<file path="src/rtl/uart_print_pkg.sv">
// ---------------------------------------------------------------------------
// uart_print_pkg
//   Shared definitions for the UART print arbiter:
//     - FSM state encoding (IDLE / XFER)
//     - byte width of the UART data path
//     - default stall-watchdog timeout derived from the 27 MHz system clock
// ---------------------------------------------------------------------------
package uart_print_pkg;

    // Width of one UART character.
    localparam int BYTE_W = 8;

    // System clock and watchdog window used to derive the default timeout.
    localparam int SYS_CLK_HZ       = 27_000_000;
    localparam int PRINT_TIMEOUT_MS = 100;

    // 100 ms of silence mid-message at 27 MHz = 2_700_000 cycles.
    localparam int DEF_TIMEOUT_CYC  = (SYS_CLK_HZ / 1000) * PRINT_TIMEOUT_MS;

    // Arbiter state: IDLE picks the next owner, XFER streams its message.
    typedef enum logic {
        ST_IDLE = 1'b0,
        ST_XFER = 1'b1
    } state_e;

endpackage : uart_print_pkg

</file>
<file path="src/rtl/uart_print_arbiter_rr_pick.sv">
// ---------------------------------------------------------------------------
// rr_pick
//   Combinational round-robin selector. Starting at (I_ptr + 1) mod N_REQ and
//   wrapping upward, it returns the first requester whose request bit is set.
//   The requester at I_ptr itself is considered last, so the most recent
//   winner has the lowest priority.
//
// Ports:
//   I_req   [N_REQ-1:0] : request vector
//   I_ptr   [ID_W-1:0]  : index of the previous winner
//   O_win   [N_REQ-1:0] : one-hot winner (all zero when no request)
//   O_idx   [ID_W-1:0]  : index of the winner (zero when no request)
//   O_any               : at least one request is pending
// ---------------------------------------------------------------------------
module rr_pick
    import uart_print_pkg::*;
#(
    parameter int N_REQ = 4,
    parameter int ID_W  = 2
) (
    input  logic [N_REQ-1:0] I_req,
    input  logic [ID_W-1:0]  I_ptr,
    output logic [N_REQ-1:0] O_win,
    output logic [ID_W-1:0]  O_idx,
    output logic             O_any
);

    logic            found_s;
    logic [ID_W-1:0] cand_s;

    // Walk the candidates in priority order and keep the first one that requests.
    always_comb begin
        O_win   = '0;
        O_idx   = '0;
        found_s = 1'b0;
        cand_s  = '0;
        for (int i = 1; i <= N_REQ; i++) begin
            // Candidate index wraps modulo N_REQ, which also covers non-power-of-2 counts.
            cand_s = ID_W'((int'(I_ptr) + i) % N_REQ);
            if (!found_s && I_req[cand_s]) begin
                found_s       = 1'b1;
                O_win[cand_s] = 1'b1;
                O_idx         = cand_s;
            end else begin
                found_s = found_s;
            end
        end
    end

    assign O_any = |I_req;

endmodule : rr_pick

</file>
<file path="src/rtl/uart_print_arbiter.sv">
// ---------------------------------------------------------------------------
// uart_print_arbiter
//   Shares one UART byte transmitter among N_REQ print requesters.
//   A round-robin pick in IDLE selects an owner; the owner then keeps the
//   transmitter (XFER) until its byte flagged "last" is accepted. A stall
//   watchdog aborts the message if the owner stays silent for TIMEOUT_CYC
//   cycles. A one-entry output register decouples the serializer; it is
//   refilled in the same cycle it drains, so throughput is one byte/cycle.
//
// Ports:
//   I_clk, I_rst          : clock, asynchronous active-high reset
//   I_req_valid/last      : per-requester byte valid / end-of-message flag
//   I_req_data            : requester k byte at bits [8k+7:8k]
//   O_req_ready           : per-requester accept (only the owner, in XFER)
//   O_tx_valid/O_tx_data  : byte toward the UART serializer
//   I_tx_ready            : serializer can take a byte
//   O_grant               : one-hot owner, zero in IDLE
//   O_busy                : high while in XFER
//   O_abort/O_abort_id    : one-cycle abort pulse / index of aborted owner
//   O_msg_cnt             : completed-message counter (wraps)
// ---------------------------------------------------------------------------
module uart_print_arbiter
    import uart_print_pkg::*;
#(
    parameter int N_REQ       = 4,
    parameter int ID_W        = 2,
    parameter int TIMEOUT_CYC = DEF_TIMEOUT_CYC,
    parameter int TO_W        = 22,
    parameter int CNT_W       = 16
) (
    input  logic                    I_clk,
    input  logic                    I_rst,
    input  logic [N_REQ-1:0]        I_req_valid,
    input  logic [BYTE_W*N_REQ-1:0] I_req_data,
    input  logic [N_REQ-1:0]        I_req_last,
    output logic [N_REQ-1:0]        O_req_ready,
    output logic                    O_tx_valid,
    output logic [BYTE_W-1:0]       O_tx_data,
    input  logic                    I_tx_ready,
    output logic [N_REQ-1:0]        O_grant,
    output logic                    O_busy,
    output logic                    O_abort,
    output logic [ID_W-1:0]         O_abort_id,
    output logic [CNT_W-1:0]        O_msg_cnt
);

    // -----------------------------------------------------------------------
    // State and datapath registers
    // -----------------------------------------------------------------------
    state_e              state_q,    state_d;
    logic [N_REQ-1:0]    grant_q,    grant_d;
    logic [ID_W-1:0]     gidx_q,     gidx_d;      // index form of grant_q
    logic [ID_W-1:0]     ptr_q,      ptr_d;       // last round-robin winner
    logic                tx_valid_q, tx_valid_d;
    logic [BYTE_W-1:0]   tx_data_q,  tx_data_d;
    logic                abort_q,    abort_d;
    logic [ID_W-1:0]     abort_id_q, abort_id_d;
    logic [CNT_W-1:0]    msg_cnt_q,  msg_cnt_d;
    logic [TO_W-1:0]     to_cnt_q,   to_cnt_d;

    // -----------------------------------------------------------------------
    // Combinational helpers
    // -----------------------------------------------------------------------
    logic [N_REQ-1:0]    pick_win_s;
    logic [ID_W-1:0]     pick_idx_s;
    logic                pick_any_s;
    logic                own_valid_s;
    logic                own_last_s;
    logic [BYTE_W-1:0]   own_data_s;
    logic                out_free_s;
    logic                accept_s;
    logic [N_REQ-1:0]    req_ready_s;

    rr_pick #(
        .N_REQ (N_REQ),
        .ID_W  (ID_W)
    ) u_rr_pick (
        .I_req (I_req_valid),
        .I_ptr (ptr_q),
        .O_win (pick_win_s),
        .O_idx (pick_idx_s),
        .O_any (pick_any_s)
    );

    // Owner-side view of the requester bus and the byte handshake.
    always_comb begin
        own_valid_s = I_req_valid[gidx_q];
        own_last_s  = I_req_last[gidx_q];
        own_data_s  = I_req_data[int'(gidx_q) * BYTE_W +: BYTE_W];
        // The output register can take a byte when empty or draining this cycle.
        out_free_s  = !tx_valid_q || I_tx_ready;
        accept_s    = (state_q == ST_XFER) && own_valid_s && out_free_s;
        req_ready_s = '0;
        if (state_q == ST_XFER) begin
            req_ready_s[gidx_q] = out_free_s;
        end else begin
            req_ready_s = '0;
        end
    end

    // Next-state logic: output register, arbitration FSM, watchdog, counters.
    always_comb begin
        state_d    = state_q;
        grant_d    = grant_q;
        gidx_d     = gidx_q;
        ptr_d      = ptr_q;
        tx_valid_d = tx_valid_q;
        tx_data_d  = tx_data_q;
        abort_d    = 1'b0;
        abort_id_d = abort_id_q;
        msg_cnt_d  = msg_cnt_q;
        to_cnt_d   = to_cnt_q;

        // Output register drains in any state, so an aborted or finished
        // message still delivers the byte it already holds.
        if (accept_s) begin
            tx_valid_d = 1'b1;
            tx_data_d  = own_data_s;
        end else if (tx_valid_q && I_tx_ready) begin
            tx_valid_d = 1'b0;
        end else begin
            tx_valid_d = tx_valid_q;
        end

        case (state_q)
            ST_IDLE: begin
                if (pick_any_s) begin
                    grant_d  = pick_win_s;
                    gidx_d   = pick_idx_s;
                    ptr_d    = pick_idx_s;
                    to_cnt_d = '0;
                    state_d  = ST_XFER;
                end else begin
                    state_d  = ST_IDLE;
                end
            end

            ST_XFER: begin
                if (accept_s && own_last_s) begin
                    msg_cnt_d = msg_cnt_q + CNT_W'(1);
                    grant_d   = '0;
                    to_cnt_d  = '0;
                    state_d   = ST_IDLE;
                end else if (own_valid_s) begin
                    // Owner is alive; stalls caused by the serializer do not count.
                    to_cnt_d  = '0;
                end else if (to_cnt_q == TO_W'(TIMEOUT_CYC - 1)) begin
                    abort_d    = 1'b1;
                    abort_id_d = gidx_q;
                    grant_d    = '0;
                    to_cnt_d   = '0;
                    state_d    = ST_IDLE;
                end else begin
                    to_cnt_d  = to_cnt_q + TO_W'(1);
                end
            end

            default: begin
                state_d  = ST_IDLE;
                grant_d  = '0;
                to_cnt_d = '0;
            end
        endcase
    end

    // State register with asynchronous reset; pointer starts at N_REQ-1 so
    // requester 0 has first priority after reset.
    always_ff @(posedge I_clk or posedge I_rst) begin
        if (I_rst) begin
            state_q    <= ST_IDLE;
            grant_q    <= '0;
            gidx_q     <= '0;
            ptr_q      <= ID_W'(N_REQ - 1);
            tx_valid_q <= 1'b0;
            tx_data_q  <= '0;
            abort_q    <= 1'b0;
            abort_id_q <= '0;
            msg_cnt_q  <= '0;
            to_cnt_q   <= '0;
        end else begin
            state_q    <= state_d;
            grant_q    <= grant_d;
            gidx_q     <= gidx_d;
            ptr_q      <= ptr_d;
            tx_valid_q <= tx_valid_d;
            tx_data_q  <= tx_data_d;
            abort_q    <= abort_d;
            abort_id_q <= abort_id_d;
            msg_cnt_q  <= msg_cnt_d;
            to_cnt_q   <= to_cnt_d;
        end
    end

    assign O_req_ready = req_ready_s;
    assign O_tx_valid  = tx_valid_q;
    assign O_tx_data   = tx_data_q;
    assign O_grant     = grant_q;
    assign O_busy      = (state_q == ST_XFER);
    assign O_abort     = abort_q;
    assign O_abort_id  = abort_id_q;
    assign O_msg_cnt   = msg_cnt_q;

endmodule : uart_print_arbiter

</file>
<file path="config.mk">
export PLATFORM = sky130hd
export DESIGN_NAME = uart_print_arbiter
export DESIGN_NICKNAME = d
export VERILOG_FILES = /design/src/rtl/uart_print_pkg.sv /design/src/rtl/uart_print_arbiter_rr_pick.sv /design/src/rtl/uart_print_arbiter.sv
export SDC_FILE = /design/constraint.sdc
export NUM_CORES = 1
export LEC_CHECK = 0
export BUFFER_PORTS_ARGS = -buffer_cell sky130_fd_sc_hd__buf_2
export CORE_ASPECT_RATIO = 1.2
export CORE_MARGIN = 2
export CORE_UTILIZATION = 35
export DETAILED_ROUTE_END_ITERATION = 8
export PLACE_DENSITY = 0.56
export SLEW_MARGIN = 25
export SYNTH_ARGS = -nofsm -noshare
export SYNTH_HDL_FRONTEND = slang
export SYNTH_SLANG_ARGS = --single-unit
export TNS_END_PERCENT = 5
</file>
<file path="constraint.sdc">
create_clock -name I_clk -period 2.9 [get_ports I_clk]
set_input_delay 0.145 -clock I_clk [delete_from_list [all_inputs] [get_ports I_clk]]
set_output_delay 0.145 -clock I_clk [all_outputs]
set_load 0.005 [all_outputs]
</file>
* After elaboration in Yosys (flattened, before gate mapping)
Cells that the tools add are included.
** Storage, ports and cells
- Output and inout bits :: 37
- Input bits :: 43
- Register bits :: 59
- Word-level logic and storage cells :: 116
** Cells by class
- Bitwise gates (word level) :: 7
- Magnitude comparators :: 10
- Reductions and logical operators :: 23
- $add $sub $neg :: 6
- Shift operators :: 1
- Eq/ne operators :: 4
- Mux-type cells :: 55
** Operators by type and width (count)
- $mux 22 :: 4
- $pmux 22 s2 :: 1
- $mux 4 :: 9
- $shiftx 32x6->8 :: 1
- $mux 1 :: 24
- $add 22x1->22 const B :: 1
- $eq 22x22->1 const B :: 1
- $add 16x1->16 const B :: 1
- $lt 2x3->1 const B :: 5
- $bmux 1 s2 :: 6
- $logic_and 1x1->1 :: 12
- $or 4x4->4 :: 3
- $demux 1 s2 :: 5
- $ge 2x1->1 const B :: 5
- $mux 2 :: 4
- $pmux 4 s2 :: 1
- $add 2x1->2 const B :: 2
- $add 2x2->2 const B :: 2
- $and 4x4->4 :: 1
- $logic_not 1->1 :: 4
- $reduce_and 2->1 :: 2
- $reduce_and 4->1 :: 1
- $reduce_or 4->1 :: 1
- $ne 3x1->1 const B :: 1
- 7 further kinds :: 9

* Longest topological paths before layout
- Word-level depth :: 15
- Depth in mapped cells :: 10
- Gate-level depth less buffers :: 7

* Cells and area by module
A second synthesis with hierarchy kept.
** Second synthesis, totals
- Cells, all modules :: 351
- Area, all modules :: 3611.0 sq um
** By module, submodules not included
- uart_print_arbiter :: area each 3070.4 sq um, cells each 281, instances 1, sequential area each 1478.9 sq um
- rr_pick :: area each 540.5 sq um, cells each 70, instances 1, sequential area each 0.0 sq um

* Worst setup path before layout
OpenSTA, ideal clock, no wires.
- Kind :: flip-flop to flip-flop
- Start point :: register ptr_q[0]
- End point :: register ptr_q[1]
- Data arrival time :: 2521 ps
- Path buffers :: 2
- Period minus slack after synthesis :: 2603 ps
- Path slack :: 297 ps
- Library setup time :: 82 ps
- Required time :: 2818 ps
- Stages on the path, launching flop included :: 10
- Path through :: dfstp_2 clkbuf_1 inv_1 ha_1 buf_2 mux2i_1 a211o_1 a32o_1 or3_1 a22oi_1
** Between the ends
- Cells in the longest elaborated chain, start to end :: 13
- Elaborated cells between the ends (all ways) :: 25
- Classes of those cells :: 4 x add/sub; 15 x mux; 6 x reduce/logical
** RTL lines
- start: declaration :: RTL line uart_print_arbiter.sv:53 : logic [ID_W-1:0] ptr_q, ptr_d;
- start signal: assignment :: RTL line uart_print_arbiter.sv:173 : ptr_q <= ID_W'(N_REQ - 1);
- start signal: assignment :: RTL line uart_print_arbiter.sv:184 : ptr_q <= ptr_d;
- $add 2x1->2 :: RTL line uart_print_arbiter_rr_pick.sv:39 : cand_s = ID_W'((int'(I_ptr) + i) % N_REQ);
- $bmux 1 s2 :: RTL line uart_print_arbiter_rr_pick.sv:40 : if (!found_s && I_req[cand_s]) begin
- $mux 1 (not written as such) :: RTL line uart_print_arbiter_rr_pick.sv:40
- $mux 1 :: RTL line uart_print_arbiter_rr_pick.sv:40
- $logic_not 1->1 :: RTL line uart_print_arbiter_rr_pick.sv:40
- $logic_and 1x1->1 :: RTL line uart_print_arbiter_rr_pick.sv:40
- $mux 1 :: RTL line uart_print_arbiter_rr_pick.sv:40
- $logic_not 1->1 :: RTL line uart_print_arbiter_rr_pick.sv:40
- $logic_and 1x1->1 :: RTL line uart_print_arbiter_rr_pick.sv:40
- $mux 1 :: RTL line uart_print_arbiter_rr_pick.sv:40
- $logic_not 1->1 :: RTL line uart_print_arbiter_rr_pick.sv:40
- $logic_and 1x1->1 :: RTL line uart_print_arbiter_rr_pick.sv:40
- $mux 2 * :: RTL line uart_print_arbiter_rr_pick.sv:40
Every way passes the cells marked *; elsewhere a longest branch is shown, timed or not. The select of a mux whose other input is x is not followed.
A chain may end at the register's enable or synchronous reset.

* Worst setup path in the final report
- Start point :: register ptr_q[1]
- End point :: register grant_q[0] (netlist: O_grant[0])
** Between the ends
- Cells in the longest elaborated chain, start to end :: 15
- Elaborated cells between the ends (all ways) :: 50
- Classes of those cells :: 4 x add/sub; 8 x order compare; 25 x mux; 3 x bitwise; 10 x reduce/logical
** RTL lines
- branches (longest 12 deep; another with $lt 2x3->1)
- $mux 4 * :: RTL line uart_print_arbiter_rr_pick.sv:40
- $mux 4 * :: RTL line uart_print_arbiter.sv:127 : if (pick_any_s) begin
- $pmux 4 s2 * :: RTL line uart_print_arbiter.sv:125 : case (state_q)
- end signal: assignment :: RTL line uart_print_arbiter.sv:182 : grant_q <= grant_d;
- end: declaration :: RTL line uart_print_arbiter.sv:51 : logic [N_REQ-1:0] grant_q, grant_d;
Every way passes the cells marked *. The select of a mux whose other input is x is not followed.

==> flow_metrics.py <==
metrics = {
    "place": {
        "gp_congestion": 0.818,
        "port-buffer-count": 79,
        "dp_hpwl_mm": 6.12,
        "place_ws_ns": 0.236,
    },
    "yosys": {
        "yosys.area.top_type_share_pct": 40.4,
        "yosysTopAreaCell": "dfrtp_1",
        "synth_most_common_cell": "dfrtp_1",
        "synth-main-ff-cell": "dfrtp_1",
        "ys_seq_area_share_pct": 41.9,
        "ys_types": 52,
        "synth-simple-area-share_pct": 17.3,
        "yosys.area_share.adder_pct": 3.55,
        "synth_xor_area_share_pct": 3.97,
        "ys_seq_elements": 59,
        "synth_commonest_cells": "dfrtp_1, nand2_1, nand3_1",
        "synth.area.top_cells": "dfrtp_1, mux4_2, nand2_1, mux2_2, ha_1",
        "syn-num-nets": 395,
        "syn_area_per_cell_um2": 10.3,
        "synth_compound_area_share_pct": 15.3,
        "synth-edff-count": 0,
        "synth-warning-count": 0,
        "synth_mux_area_share_pct": 13.2,
        "synth_top_family_by_area": "simple AND/OR/NAND/NOR gates",
        "synth_cells": 342,
        "async_reset_ff_share_pct": 100,
        "synth_area_um2": 3530,
    },
    "final_layout": {
        "final_core_util_pct": 43.7,
        "synthToLayoutAreaGrowth_pct": 22.7,
        "drive_above_1_share_pct": 32.2,
        "nets": 473,
        "n_antenna_cell": 0,
    },
    "route": {
        "vias": 2954,
        "viasPerCell": 5.36,
        "wl_met3_um": 290,
        "drtIter0Drc": 171,
        "dr_wl_met2_mm": 4.21,
        "ant_nets": 0,
        "wirelength_mm": 8.33,
        "wl_per_cell_um": 15.1,
        "top_layer": "met4",
        "m1WireLength_mm": 3.71,
        "drt-pass1-iter-count": 4,
        "drc": 0,
    },
    "run": {
        "cap_violations": 0,
    },
    "power_and_ir_drop": {
        "power_density_nw_per_um2": 896,
        "vdd.ir_drop.worst_v": 0.000472,
        "p_int_mw": 2.48,
        "p_comb_share_pct": 42.7,
        "seqPwrFrac_pct": 30.3,
        "switching_share_pct": 36.2,
        "power.share.clock_pct": 27.0,
        "power.leakage_nw": 1.97,
        "p_sw_mw": 1.40,
    },
    "timing": {
        "hold_viol": 0,
        "rsz0062_at_grt": "no",
        "tightest_slew_ns": 0.838,
        "slew_viol_final": 0,
        "finClkSkew_ns": 0.00815,
        "fin_crit_ns": 2.65,
        "tns_ns": 0,
        "fmax_mhz": 377,
        "finalSetupViolCount": 0,
        "final.period_utilization_pct": 91.4,
        "slew-limit-headroom_pct": 43.6,
        "worst_slack_ns": 0.250,
    },
    "grt": {
        "grt_pass1_vias": 2927,
        "antenna_found_initial": 0,
        "grt_max_degree": 25,
        "grt_pass1_wl_mm": 14.2,
        "grt_usage_pct": 16.5,
        "grt_remaining_overflow": 0,
    },
    "critical_path": {
        "reg2reg_depth": 7,
        "worstSetupStartpoint": "ptr_q[1]",
        "crit_fanout": 11,
        "critPathCaptureType": "flop",
        "arrival_ns": 2.90,
        "critPathLaunchType": "flop",
        "ff2ff_setup_slack_ns": 0.25,
        "path_cells": "inv_1, ha_1, mux2i_1, a211o_1, o21ai_0, a221oi_1, o2bb2ai_1",
        "crit_end": "O_grant[0]",
        "reg2reg_from": "ptr_q[1]",
        "cp_slowest_stage_delay_ns": 0.64,
        "path_class": "reg -> reg",
        "r2r-end": "O_grant[0]",
        "crit_slowest_cell": "dfstp_2",
        "cp.required_ns": 3.15,
    },
    "clock_tree": {
        "cts-htree-levels": 3,
        "cts_buffer_depth": 2,
        "numCtsBuffers": 9,
        "cts_tree": "built",
        "postCtsSetupBuffers": 0,
        "cts.sinks": 59,
        "path_clk_slew_ns": 0.05,
        "clock_latency_ns": 0.33,
        "cts_root_buf": "clkbuf_16",
    },
    "run_status": {
        "status": "completed",
    },
    "floorplan": {
        "rows": 40,
        "start_util_pct": 35.6,
        "dieArea_um2": 10900,
        "core_area_um2": 9910,
        "die_y_um": 114,
        "die_w_um": 95.7,
        "ios": 80,
    },
    "min_path": {
        "hold_class": "in -> reg",
    },
}
-- cells in the final DEF (no fill, tap or decap), types with 4 or more instances in the layout --
cell,instances
dfrtp_1,57
nand2b_1,4
o21ai_0,9
clkbuf_16,9
nor3_1,5
o21ai_1,6
inv_1,11
o2bb2ai_1,5
a21oi_1,12
mux2_2,13
and3_1,4
a221oi_1,4
buf_4,6
nand3_1,20
nand2_1,41
mux2i_1,5
mux4_2,12
ha_1,10
nor4_1,5
nand4_1,8
a31oi_1,19
buf_2,79
xnor2_1,13
nor2_1,13
a41oi_1,5
-- kinds of logic after synthesis --
| logic type | after synthesis |
|---|---|
| multiplexers | 30 |
| flip-flops | 59 |
| adder cells (fa/ha/maj) | 10 |
| AO/OA/AOI/OAI | 78 |
| AND/OR/NAND/NOR | 117 |
| buffers and inverters | 32 |
| XOR/XNOR | 16 |
-- critical path: cells and delay by family (launching register included) --
family	cells	cell delay, ns
AO/OA/AOI/OAI	4	1.08
adder cells (fa/ha/maj)	1	0.54
buffers and inverters	1	0.15
flip-flops	1	0.64
multiplexers	1	0.16
-- flip-flops by register name (all words and copies together) (netlist names) --
signal and cells:
to_cnt_q 22, O_msg_cnt 16, O_tx_data 8, O_grant 4
O_abort_id 2, gidx_q 2, ptr_q 2, O_abort 1
O_busy 1, O_tx_valid 1
-- metal layers --
metal,track usage [%],vias up
met5,0,-
met4,6.86,0
met3,3.50,7
met2,26.4,57
met1,21.5,1453
li1,-,1437
-- layout make-up --
class / count / area [um^2]
clock buffer: 12 / 246
timing repair buffer: 87 / 470
clock inverter: 4 / 50.0
tap: 126 / 158
fill: 971 / 5580
inverter: 12 / 45.0
sequential: 59 / 1480
multi-input combinational: 251 / 1880
-- stage by stage --
step,power [mW],hold WS (ns),std cells,area (um^2)
finish,3.88,0.232,551,4330
global route,4.16,0.258,551,4330
CTS,3.92,0.230,551,4330
detailed placement,2.85,0.222,534,4020
global placement,2.82,0.218,534,4020
floorplan,2.42,0.409,342,3530
-- worst min-delay path by stage --
| stage | from | end | slack [ns] | cells past startpoint |
|---|---|---|---|---|
| after floorplan | I_tx_ready | O_tx_valid | 0.41 | 2 |
| after global placement | I_rst | O_msg_cnt[15] | 0.22 | 2 |
| after detailed placement | I_rst | O_msg_cnt[14] | 0.22 | 2 |
| after CTS | I_tx_ready | O_tx_valid | 0.23 | 3 |
| after global routing | I_tx_ready | O_tx_valid | 0.26 | 3 |
| final | I_tx_ready | O_tx_valid | 0.23 | 3 |
-- power groups by stage --
| stage | registers (mW) | logic [mW] | clock network (mW) |
|---|---|---|---|
| global route | 1.21 | 1.84 | 1.11 |
| detailed placement | 1.19 | 1.66 | 0 |
| CTS | 1.18 | 1.67 | 1.07 |
| finish | 1.18 | 1.66 | 1.05 |
| global placement | 1.18 | 1.63 | 0 |
| floorplan | 1.15 | 1.27 | 0 |
-- timing repair --
action	in CTS	in global routing
endpoints found under the hold margin	22	0
gates resized for setup	0	0
hold buffers	1	0
Power figures use the tool's default switching activity.
